[config.mk]
export PLATFORM = sky130hd
export DESIGN_NAME = gpio_irq_ctrl
export DESIGN_NICKNAME = d
export VERILOG_FILES = /design/src/rtl/gpio_irq_ctrl.sv
export SDC_FILE = /design/constraint.sdc
export NUM_CORES = 1
export LEC_CHECK = 0
export CORE_ASPECT_RATIO = 0.75
export CORE_MARGIN = 1.5
export CORE_UTILIZATION = 42
export DETAILED_ROUTE_END_ITERATION = 8
export PLACE_DENSITY = 0.76
export SLEW_MARGIN = 40
export SYNTH_ARGS = -nofsm -noshare
export SYNTH_HDL_FRONTEND = slang
export SYNTH_SLANG_ARGS = --single-unit
[constraint.sdc]
create_clock -name clk -period 2.18 [get_ports clk]
set_input_delay 0.654 -clock clk [delete_from_list [all_inputs] [get_ports clk]]
set_output_delay 0.654 -clock clk [all_outputs]
set_load 0.1 [all_outputs]
[src/rtl/gpio_irq_ctrl.sv]
// Interrupt controller for gpio_vector: edge-detects three sources into sticky
// pending/overrun flags and serves one at a time over a four-phase req/ack.
module gpio_irq_ctrl #(
  parameter int NUM_PINS = 16
) (
  input  logic                clk,
  input  logic                reset,
  input  logic                Enable,
  input  logic                irq_pin_change,
  input  logic [1:0]          irq_int,
  input  logic [NUM_PINS-1:0] data_in,
  input  logic [2:0]          irq_mask,
  input  logic [2:0]          irq_clear,
  input  logic                irq_ack,
  output logic                irq_req,
  output logic [1:0]          irq_id,
  output logic [2:0]          irq_pending,
  output logic [2:0]          irq_overrun,
  output logic [NUM_PINS-1:0] snapshot
);
  typedef enum logic [1:0] {IDLE, REQ, ACKWAIT} state_t;

  state_t              state, state_n;
  logic [1:0]          id_q, id_n;
  logic                req_q, req_n;
  logic [NUM_PINS-1:0] snap_q, snap_n;
  logic [2:0]          src, s, p, evt, pend, ovr, clr, ack_clr, cand;
  logic [1:0]          pick;

  assign src = {irq_int[1], irq_int[0], irq_pin_change};

  // Sync/history flops keep tracking while disabled so re-enable with a
  // high input does not fabricate an edge.
  always_ff @(posedge clk or negedge reset) begin
    if (!reset) begin
      s <= '0;
      p <= '0;
    end else begin
      s <= src;
      p <= s;
    end
  end

  assign evt = s & ~p;

  always_comb begin
    ack_clr = '0;
    if (state == REQ && irq_ack && id_q != 2'd3) ack_clr[id_q] = 1'b1;
  end

  assign clr = irq_clear | ack_clr;

  // Set beats clear; overrun only when the flag survives this cycle.
  always_ff @(posedge clk or negedge reset) begin
    if (!reset) begin
      pend <= '0;
      ovr  <= '0;
    end else if (Enable) begin
      pend <= '0;
      ovr  <= '0;
    end else begin
      pend <= evt | (pend & ~clr);
      ovr  <= (ovr & ~irq_clear) | (evt & pend & ~clr);
    end
  end

  assign cand = pend & irq_mask;

  always_comb begin
    if (cand[2])      pick = 2'd2;
    else if (cand[1]) pick = 2'd1;
    else              pick = 2'd0;
  end

  always_comb begin
    state_n = state;
    id_n    = id_q;
    req_n   = req_q;
    snap_n  = snap_q;
    case (state)
      IDLE: begin
        id_n  = 2'd3;
        req_n = 1'b0;
        if (|cand) begin
          state_n = REQ;
          id_n    = pick;
          req_n   = 1'b1;
          snap_n  = data_in;
        end
      end
      REQ: begin
        req_n = 1'b1;
        if (irq_ack) begin
          state_n = ACKWAIT;
          req_n   = 1'b0;
        end
      end
      ACKWAIT: begin
        req_n = 1'b0;
        if (!irq_ack) begin
          state_n = IDLE;
          id_n    = 2'd3;
        end
      end
      default: begin
        state_n = IDLE;
        id_n    = 2'd3;
        req_n   = 1'b0;
      end
    endcase
  end

  always_ff @(posedge clk or negedge reset) begin
    if (!reset) begin
      state  <= IDLE;
      id_q   <= 2'd3;
      req_q  <= 1'b0;
      snap_q <= '0;
    end else if (Enable) begin
      state <= IDLE;
      id_q  <= 2'd3;
      req_q <= 1'b0;
    end else begin
      state  <= state_n;
      id_q   <= id_n;
      req_q  <= req_n;
      snap_q <= snap_n;
    end
  end

  assign irq_req     = req_q;
  assign irq_id      = id_q;
  assign irq_pending = pend;
  assign irq_overrun = ovr;
  assign snapshot    = snap_q;
endmodule

==> metrics.txt <==
status completed; crit end category register; vias per std cell 5.04; post_cts resized 0; vias in the first global route 986; setup ws final 260 ps; Synth Instances 92; RSZ-0062 raised after global routing false; Startpoint Class input port; per-cell routed wire length 14.1 um; Post-DP Area 1950 sq um; Max VDD drop 935 uV; clk_lat worst skew 280 ps; first-pass GRT wire length 4530 um; fraction of registers with async set or reset after synthesis 100%; Post-Layout Cell Count 197; worst path cell trace clkdlybuf4s50_1 -> or3_4 -> nor2_4 -> buf_12 -> mux2_2; nets 187; post-synthesis area per instance 14.6 sq um; Layout area overhead 56.4%; Die ar. 3540 sq um; Post-synth EDFFs 0; hold buffers post-CTS 0; Die Ht 51.9 um; clk buf depth 2; DP Wirelength 2020 um; routed via count 992; Cell Pwr Density 1280 nW/um^2; post-synth cell types 25; fill count 222; Mapped Area 1340 sq um; Num CTS Buffers 5; Die W 68.2 um; YS warnings 0; worst slack, placed -244 ps; top_reg_cell synth dfrtp_1; Comb pwr share 48.1%; Synth top area share 57.9%; setup bufs post-CTS 0; num ports 54; fin area 2090 sq um; final hold vios 0; share of post-route cells with drive strength above 1 40.3%; Worst slew margin 73.1%; Worst Tran Pin Value 403 ps; Seq/Total Area, Yosys 61.9%; top cells by area, synth dfrtp_1 58%, mux2_4 11%, mux2_2 5.9%; cell taking the most area after synthesis dfrtp_1; TritonCTS clock tree yes; max incr delay on CP 410 ps; FP Rows 17; post-route ant nets 0; diode count 0; Fmax 0.521 GHz; register clock-pin slew on the reported worst setup and hold paths 70 ps; crit path max fanout 13; drt pass-1 iters 4; DRT iter0 DRCs 74; Root Driver clkbuf_8; drc violations 0; core area 2980 sq um; Port Buffers 53; placed cell count 187; Clock Sinks 33; Period Utilization, post-route 88.1%; Net Switching 1240 uW; sw frac 46.1%; clock network power share 21.8%; largest net degree at the start of global routing 34; setup TNS 0 ps; fin crit period 1920 ps; Initial Util 45.0%; Tightest Hold Check Type register to register; Syn Nets 121; clock skew 5.94 ps; Final GP Congestion 0.806; crit path kind input port to register; slowest CP cell clkdlybuf4s50_1; Tot GR Track Use 17.9%; initial antenna violation count 0; Power Internal 1450 uW; depth of the CTS H-tree 2; P_leak 0.000932 uW; grt total ovfl 0; max-capacitance violation count 0; CP arrival 2080 ps; fin. max-slew vios 0; Flop pwr share 30.1%; Required @ worst endpoint 2340 ps; Setup Viol. Count Final 0; DRT Wirelength 2770 um; flops & latches, synth 33
metrics by stage:
step                hold slack, ps  total power, uW  utilization, %
finish                         383             2690            70.3
global route                   382             2790            70.3
CTS                            384             2700            69.4
detailed placement             372             2100            65.4
global placement               363             2090            65.4
floorplan                      355             1790               -
layout make-up:
| class | instances | area, sq um | share of cell area, % |
|---|---|---|---|
| sequential | 33 | 828 | 39.5 |
| timing repair buffer | 61 | 603 | 28.8 |
| multi-input combinational | 55 | 488 | 23.3 |
| clock buffer | 6 | 82.6 | 3.94 |
| tap | 38 | 47.5 | 2.27 |
| clock inverter | 2 | 37.5 | 1.79 |
| inverter | 2 | 7.51 | 0.358 |
power groups by stage:
| stage | Combinational [uW] | Clock (uW) | Sequential [uW] |
|---|---|---|---|
| after global placement | 1280 | 0 | 814 |
| after detailed placement | 1290 | 0 | 817 |
| final | 1290 | 587 | 808 |
| after CTS | 1290 | 600 | 809 |
| after floorplan | 177 | 0 | 1620 |
| after global routing | 1330 | 639 | 824 |
synth_stat cells, types with 2 or more instances:
library cell / number
dfstp_2: 2
a31o_2: 2
a21oi_1: 2
nor3_1: 5
nor2_1: 5
nor3b_1: 2
nand2_1: 2
nand2b_1: 4
mux2_2: 7
mux2_4: 10
dfrtp_1: 31
or3_1: 3
inv_1: 2
a32o_1: 3
nand3b_1: 2
flip-flops by register name, summed over array words and instances (netlist names):
register	cells
irq_overrun	3
irq_id	2
s	3
snapshot	16
state	2
p	3
irq_pending	3
irq_req	1
critical path, delay by kind of cell:
family	cells	cell delay, ps
AND/OR/NAND/NOR	2	500
multiplexers	1	340
buffers and inverters	2	570
routing by layer:
layer / routed length, um / share of wire (%) / GRT usage (%) / vias to the layer above
li1: - / - / - / 470
met1: 1250 / 45 / 23.8 / 490
met2: 1380 / 50 / 27.5 / 30
met3: 127 / 4.6 / 5.84 / 2
met4: 12 / 0.43 / 6.00 / 0
met5: 0 / 0 / 0 / -
final timing paths:
path,from,end,slack (ps),cells after the start
setup / recovery,Enable,snapshot[8]$_DFFE_PN0P_,260,5
min in group asynchronous,reset,irq_overrun[2]$_DFF_PN0_,770,2
hold / removal,s[2]$_DFF_PN0_,p[2]$_DFF_PN0_,380,0
max in group asynchronous,reset,irq_id[1]$_DFFE_PN1P_,1080,2
hold reg to reg,s[2]$_DFF_PN0_,p[2]$_DFF_PN0_,380,0
setup reg to reg,state[1]$_DFFE_PN0P_,snapshot[8]$_DFFE_PN0P_,530,4
logic make-up after synthesis:
family,synth area share (%)
simple gates,11.0
mux,17.1
xor+xnor,0.654
buf+inv,1.68
flops,61.9
compound gates,7.66
cells in the final DEF (no fill, tap or decap), types with 2 or more instances in the layout:
cell / synthesis / final
clkdlybuf4s50_1: 0 / 28
mux2_2: 7 / 7
a21oi_1: 2 / 2
dfrtp_1: 31 / 31
dfstp_2: 2 / 2
a32o_1: 3 / 3
nand3b_1: 2 / 2
nand2_1: 2 / 2
buf_12: 0 / 6
nor2_1: 5 / 5
buf_4: 0 / 27
nor3_1: 5 / 5
a31o_2: 2 / 2
nor3b_1: 2 / 2
clkbuf_8: 0 / 6
nand2b_1: 4 / 4
or3_1: 3 / 3
mux2_4: 10 / 10
inv_1: 2 / 2
No activity file was read; power rests on OpenSTA's default activity.
